$ cat config.mk
export PLATFORM = sky130hd
export DESIGN_NAME = m_store_rmw
export DESIGN_NICKNAME = d
export VERILOG_FILES = /design/src/rtl/m_store_rmw.sv
export SDC_FILE = /design/constraint.sdc
export NUM_CORES = 1
export LEC_CHECK = 0
export ABC_AREA = 1
export CELL_PAD_IN_SITES_DETAIL_PLACEMENT = 0
export CELL_PAD_IN_SITES_GLOBAL_PLACEMENT = 1
export CORE_AREA = 4 4 127 142
export DETAILED_ROUTE_END_ITERATION = 8
export DIE_AREA = 0 0 131 146
export PLACE_DENSITY_LB_ADDON = 0.1
export REMOVE_ABC_BUFFERS = 1
export SLEW_MARGIN = 20
export SYNTH_ARGS = -nofsm -noshare
export SYNTH_HDL_FRONTEND = slang
export SYNTH_SLANG_ARGS = --single-unit
export TNS_END_PERCENT = 10
$ cat constraint.sdc
create_clock -name i_clk -period 1.5 [get_ports i_clk]
set_input_delay 0.3 -clock i_clk [delete_from_list [all_inputs] [get_ports i_clk]]
set_output_delay 0.3 -clock i_clk [all_outputs]
set_load 0.005 [all_outputs]
$ cat src/rtl/m_store_rmw.sv
`default_nettype none
// ---------------------------------------------------------------------------
// m_store_rmw : RV32 memory-stage store unit; word stores direct, byte/half via read-modify-write
// Revision    : 1.0
// ---------------------------------------------------------------------------
module m_store_rmw #(
  parameter int AW = 32
) (
  input  logic          i_clk,
  input  logic          i_rst_n,
  input  logic          i_con_req,
  input  logic [1:0]    i_con_storesig,
  input  logic [AW-1:0] i_data_addr,
  input  logic [31:0]   i_data_Wdata,
  output logic          o_con_ready,
  output logic          o_con_done,
  output logic          o_con_err,
  output logic [AW-1:0] o_mem_addr,
  output logic          o_mem_re,
  input  logic [31:0]   i_data_memR,
  output logic          o_mem_we,
  output logic [31:0]   o_data_memW
);

  localparam logic [1:0] c_SZ_WORD = 2'b00;
  localparam logic [1:0] c_SZ_HALF = 2'b01;
  localparam logic [1:0] c_SZ_BYTE = 2'b10;
  localparam logic [1:0] c_SZ_RSVD = 2'b11;

  typedef enum logic [2:0] {
    S_IDLE = 3'd0,
    S_WR   = 3'd1,
    S_RD   = 3'd2,
    S_MRG  = 3'd3,
    S_ERR  = 3'd4
  } state_t;

  state_t          r_state;
  logic [AW-1:0]   r_addr;
  logic [31:0]     r_wdata;
  logic [1:0]      r_sig;
  logic            r_ready;
  logic            r_mem_re;
  logic            r_mem_we;
  logic            r_done;
  logic            r_err;

  logic            w_accept;
  logic            w_is_err;
  logic [31:0]     w_merged;

  assign w_accept = i_con_req && r_ready;
  assign w_is_err = (i_con_storesig == c_SZ_RSVD) ||
                    ((i_con_storesig == c_SZ_WORD) && (i_data_addr[1:0] != 2'b00)) ||
                    ((i_con_storesig == c_SZ_HALF) && i_data_addr[0]);

  // Strobes and handshake are registered alongside the state so every output
  // is a flop; only the merge data path depends on the memory read bus.
  always_ff @(posedge i_clk or negedge i_rst_n) begin
    if (!i_rst_n) begin
      r_state  <= S_IDLE;
      r_addr   <= '0;
      r_wdata  <= '0;
      r_sig    <= c_SZ_WORD;
      r_ready  <= 1'b1;
      r_mem_re <= 1'b0;
      r_mem_we <= 1'b0;
      r_done   <= 1'b0;
      r_err    <= 1'b0;
    end else begin
      r_mem_re <= 1'b0;
      r_mem_we <= 1'b0;
      r_done   <= 1'b0;
      r_err    <= 1'b0;
      case (r_state)
        S_IDLE: begin
          if (w_accept) begin
            r_addr  <= i_data_addr;
            r_wdata <= i_data_Wdata;
            r_sig   <= i_con_storesig;
            r_ready <= 1'b0;
            if (w_is_err) begin
              r_state <= S_ERR;
              r_done  <= 1'b1;
              r_err   <= 1'b1;
            end else if (i_con_storesig == c_SZ_WORD) begin
              r_state  <= S_WR;
              r_mem_we <= 1'b1;
              r_done   <= 1'b1;
            end else begin
              r_state  <= S_RD;
              r_mem_re <= 1'b1;
            end
          end
        end
        S_RD: begin
          r_state  <= S_MRG;
          r_mem_we <= 1'b1;
          r_done   <= 1'b1;
        end
        S_WR, S_MRG, S_ERR: begin
          r_state <= S_IDLE;
          r_ready <= 1'b1;
        end
        default: begin
          r_state <= S_IDLE;
          r_ready <= 1'b1;
        end
      endcase
    end
  end

  // Little-endian lane replacement over the word just read back.
  always_comb begin
    w_merged = i_data_memR;
    if (r_sig == c_SZ_BYTE) begin
      case (r_addr[1:0])
        2'd0:    w_merged[7:0]   = r_wdata[7:0];
        2'd1:    w_merged[15:8]  = r_wdata[7:0];
        2'd2:    w_merged[23:16] = r_wdata[7:0];
        default: w_merged[31:24] = r_wdata[7:0];
      endcase
    end else if (r_sig == c_SZ_HALF) begin
      if (r_addr[1]) begin
        w_merged[31:16] = r_wdata[15:0];
      end else begin
        w_merged[15:0]  = r_wdata[15:0];
      end
    end
  end

  assign o_con_ready = r_ready;
  assign o_con_done  = r_done;
  assign o_con_err   = r_err;
  assign o_mem_re    = r_mem_re;
  assign o_mem_we    = r_mem_we;
  assign o_mem_addr  = {r_addr[AW-1:2], 2'b00};
  assign o_data_memW = (r_state == S_MRG) ? w_merged : r_wdata;

endmodule
`default_nettype wire

* Yosys cells after proc, flatten, opt, wreduce, memory -nomap -nowiden *
Cells that the tools add are included.

storage, ports and cells
  bits in registers = 74

cells by class
  eq/ne operators = 9
  mux-type cells = 29
  bitwise operators = 1
  reduce and logical (&&, ||, !) cells = 12

operators with widths
  kind                                                              number
  32-bit 2-to-1 mux                                                 3
  16-bit 2-to-1 mux                                                 2
  8-bit 2-to-1 mux                                                  4
  1-bit 2-to-1 mux                                                  13
  2-bit by 1-bit == test with 1-bit output (second input constant)  3
  2-bit == test (second input constant)                             3
  3-bit by 2-bit == test with 1-bit output (second input constant)  2
  3-bit 2-to-1 mux                                                  2
  1-bit case mux with 2 select lines                                3
  3-bit case mux with 2 select lines                                1
  2-bit logical NOT                                                 2
  2-bit AND reduction                                               2
  1-bit logical AND                                                 3
  3-bit logical NOT                                                 1
  3-bit OR reduction                                                1
  1-bit logical OR                                                  2
  2-bit 2-to-1 mux                                                  1
  2-bit != test (second input constant)                             1
  2-bit nonzero test                                                1
  1-bit NOT                                                         1

* Logic depth before layout (Yosys ltp) *
  depth after elaboration = 7
  gate-level depth with buffers = 9
  mapped depth without buffers = 8

* Least setup slack after synthesis *
Ideal clock, no wire load.

  path kind = register -> output
  start point = reg r_sig[1]
  end point = out o_data_memW[24]
  arrival = 1171 ps
  required time = 1200 ps
  slack = 29 ps
  cell stages (with the launch flop) = 8
  buffers on the path = 2
  path through = dfrtp_1 -> inv_2 -> buf_4 -> nand3_4 -> buf_4 -> nand2_1 -> nand3_1 -> a21oi_1

on the way
  cells in the longest elaborated chain, start to end = 4
  elaborated cells on any way between the ends = 5
  those cells by class = 2 x eq/ne; 3 x mux

RTL lines
  item                                      line  source
  from (decl)                               41    logic [1:0] r_sig;
  from (signal assigned)                    64    r_sig <= c_SZ_WORD;
  from (signal assigned)                    80    r_sig <= i_con_storesig;
  2-bit by 1-bit == test with 1-bit output  123   end else if (r_sig == c_SZ_HALF) begin
  32-bit 2-to-1 mux                         123
  32-bit 2-to-1 mux *                       116   if (r_sig == c_SZ_BYTE) begin
  32-bit 2-to-1 mux *                       138   assign o_data_memW = (r_state == S_MRG) ? w_merged : r_wdata;
  to (decl)                                 22    output logic [31:0] o_data_memW

Every way passes the cells marked *; elsewhere a longest branch is shown, timed or not.

* Worst setup path after layout *
  start point = reg r_sig[1]
  end point = out o_data_memW[3]

The elaborated chain is that of the path after synthesis.

==> PnR_summary.wiki <==
{| class="wikitable"
! Metric !! Value
|-
| Status || finished, violations left
|-
| Violations in the final reports || negative setup slack
|-
| Top post-synthesis cells by area || sky130_fd_sc_hd__dfrtp_1 41%, sky130_fd_sc_hd__nand2_1 26%, sky130_fd_sc_hd__buf_4 7.1%
|-
| Area share of the largest cell type after synthesis || 41.4%
|-
| H-Tree Depth || 3
|-
| Final Wtd Congestion || 0.833
|-
| Number of cells in the design after placement || 1020
|-
| P_leak || 3.77 nW
|-
| Buffers on Ports || 167
|-
| TritonCTS clock tree || done
|-
| #FFs+latches synth || 74
|-
| CP most frequent cell || sky130_fd_sc_hd__buf_6
|-
| Number of iterations in the first detailed-routing pass || 4
|-
| Global routing met1 resource utilization || 20.1%
|-
| CTS root buffer || sky130_fd_sc_hd__clkbuf_16
|-
| Final clock period utilization by the worst path || 137%
|-
| TritonCTS Buffers || 9
|-
| Min Tclk post-route || 2050 ps
|-
| Total power per unit cell area || 1760 mW/mm^2
|-
| Overall routed net length || 15800 um
|-
| Delay of the slowest critical-path stage || 410 ps
|-
| Post-Synthesis Mean Instance Area || 6.89 um^2
|-
| Most common library cells after synthesis || 306 x sky130_fd_sc_hd__nand2_1, 73 x sky130_fd_sc_hd__dfrtp_1, 59 x sky130_fd_sc_hd__inv_1
|-
| GRT overflow || 0
|-
| Final max-slew violation count || 0
|-
| Worst path cell trace || buf_6 > nor2_4 > nand2_4 > buf_6 > nand3_4 > buf_6 > nand2_2 > o21ai_0 > buf_2
|-
| FF-to-FF Start || r_state[0]
|-
| First DRT Iteration DRCs || 226
|-
| Final count of hold timing violations || 0
|-
| Sequential share of the synthesized area || 42.0%
|-
| Post-synthesis cell type count || 24
|-
| Critical path endpoint category || output pin
|-
| Via total after detailed routing || 4720
|-
| Layout Nets || 954
|-
| R2R Setup Slk || 60 ps
|-
| Type of element launching the critical path || flop
|-
| Most frequent cell after synthesis || sky130_fd_sc_hd__nand2_1
|-
| Vias per cell || 4.43
|-
| Peak Freq || 488 MHz
|-
| Area of the die || 0.0191 mm^2
|-
| # IOs || 170
|-
| Maximum number of pins on one net before global-route repair || 37
|-
| Initial Util || 26.4%
|-
| First-pass GRT wire length || 24900 um
|-
| Critical-path top delay cell || sky130_fd_sc_hd__dfrtp_1
|-
| Share of flip-flops with an asynchronous set or reset after synthesis || 100%
|-
| Hold Path Class || primary input to async pin
|-
| Combined global-route utilization of all metal layers || 16.6%
|-
| EDFF count, synth || 0
|-
| Clk pin slew, worst setup/hold paths || 60 ps
|-
| # clock sinks || 74
|-
| Post-synthesis cell area || 0.00441 mm^2
|-
| Crit-path max FO || 5
|-
| Vertical die dimension || 146 um
|-
| Commonest register cell after synthesis || sky130_fd_sc_hd__dfrtp_1
|-
| Arrival time at the worst endpoint || 1750 ps
|-
| Critical Path RT || 1200 ps
|-
| Sum of negative setup slack || -14880 ps
|-
| Worst Reg2Reg Path Length in Cells || 8
|-
| Vias in the first global route || 4939
|-
| Setup-failing EPs final || 32
|-
| Core region area || 0.0167 mm^2
|-
| Die boundary width || 131 um
|-
| Classification of the worst setup path || flop to output pin
|-
| Clock Latency Late Sink || 330 ps
|-
| Mean routed wirelength per cell || 14.8 um
|-
| Number of non-filler instances in the completed layout || 1066
|-
| Placement Rows || 50
|-
| Antenna-violating nets left || 0
|-
| Ant diodes || 0
|-
| Synth area leader || sky130_fd_sc_hd__dfrtp_1
|-
| Fraction of final layout cells sized beyond drive strength 1 || 21.9%
|-
| GR met3 Demand/Resource || 5.25%
|-
| Cell count after synthesis || 640
|-
| Number of antenna violations at the first check in global routing || 0
|-
| Clock Skews || 3.09 ps
|-
| Estimated wirelength of the detail-placed design || 11600 um
|-
| R2r endpoint || r_wdata[9]
|-
| Number of design rule violations left after detail routing || 0
|-
| Met2 demand-to-capacity share in global routing || 27.9%
|-
| Unrepaired setup endpoints after global routing || true
|-
| Busiest metal layer after global routing || met2
|-
| Worst setup slack after layout || -551 ps
|-
| Signed area change from the synthesized netlist to the final layout || 61.5%
|-
| Yosys Warn Count || 0
|-
| Maximum count of clock buffers along a single path || 2
|-
| Max capacitance violation total || 0
|-
| IR drop worst, VDD || 646 uV
|}
==> stage by stage <==
step / hold WS, ps / power (mW) / instance area [um^2] / util (%) / setup WS (ps)
floorplan: 4.41 / 6.20 / 4000 / - / -632
global placement: 229 / 10.3 / 6510 / 39.0 / -624
detailed placement: 228 / 10.4 / 6510 / 39.0 / -637
CTS: 393 / 12.5 / 7040 / 42.1 / -568
global route: 417 / 13.6 / 7120 / 42.6 / -617
finish: 395 / 12.5 / 7120 / 42.6 / -551
==> placed cells by master (no fill, tap or decap), drive strengths merged <==
cell type / Yosys / layout
dfstp: 1 / 1
nand4: 9 / 9
o21bai: 1 / 1
clkinv: 0 / 1
clkdlybuf4s15: 0 / 5
clkdlybuf4s50: 0 / 102
dlygate4sd2: 0 / 30
dlygate4sd3: 0 / 1
clkinvlp: 0 / 1
o21ai: 29 / 29
a211oi: 2 / 2
nor3: 1 / 1
dfrtp: 73 / 73
a21oi: 18 / 18
conb: 1 / 2
buf: 54 / 117
nand2: 308 / 308
inv: 62 / 62
nor2: 14 / 14
clkbuf: 7 / 18
dlymetal6s2s: 0 / 1
nand3: 60 / 62
==> critical path: cells and delay by family (launching register included) <==
kind	cells	cell delay (ps)
compound gates	1	70
buf+inv	4	520
flops	1	410
simple gates	4	400
==> timing repair <==
item	CTS	global route
hold buffers	1	0
buffers inserted	24	3
pin swaps	13	11
hold endpoints to repair	20	0
gates cloned	3	0
endpoints found under the setup margin	63	47
resized for setup	179	52
==> final cells by class <==
class / instances / area, um^2
Clock buffer: 14 / 264
Inverter: 62 / 240
Clock inverter: 2 / 12.5
Timing Repair Buffer: 260 / 2410
Multi-Input combinational cell: 446 / 2080
Fill cell: 1789 / 9580
Sequential cell: 74 / 1850
Tap cell: 208 / 260
==> power breakdown <==
group	internal (mW)	leakage, nW	total (mW)	switching (mW)
clock network	1.21	0.133	2.03	0.821
registers	2.92	0.923	3.52	0.605
logic	3.44	2.71	6.97	3.54
total	7.57	3.77	12.5	4.96
==> sequential cells by signal, summed over array words and instances (netlist names) <==
register / flops
o_con_ready: 1
o_con_done: 1
r_state: 3
o_con_err: 1
o_mem_we: 1
o_mem_re: 1
r_wdata: 32
r_addr: 32
r_sig: 2
==> worst max-delay path by stage <==
stage | start | to | slack [ps]
3_5_place_dp | r_sig[1] | o_data_memW[11] | -640
6_report | r_sig[1] | o_data_memW[3] | -550
2_1_floorplan | r_state[2] | r_addr[0] | -630
4_1_cts | r_sig[1] | o_data_memW[7] | -570
5_1_grt | r_sig[1] | o_data_memW[6] | -620
3_3_place_gp | r_sig[1] | o_data_memW[11] | -620
==> cells by family (layout without fill, tap and decap cells) <==
family                 Yosys count  in the layout  synth area share [%]
AOI/OAI and AO/OA               50             50                  5.84
buffers and inverters          123            338                  14.7
and+or+nand+nor                392            394                  37.4
DFF                             74             74                  42.0
other                            1              2                0.0850
==> metal layers <==
layer / vias to the layer above / wire length, um
met5: - / 0
met4: 0 / 233
met3: 20 / 1320
met2: 178 / 7480
met1: 2151 / 6730
li1: 2371 / -
Note: power is estimated with default switching activity, not from simulation.
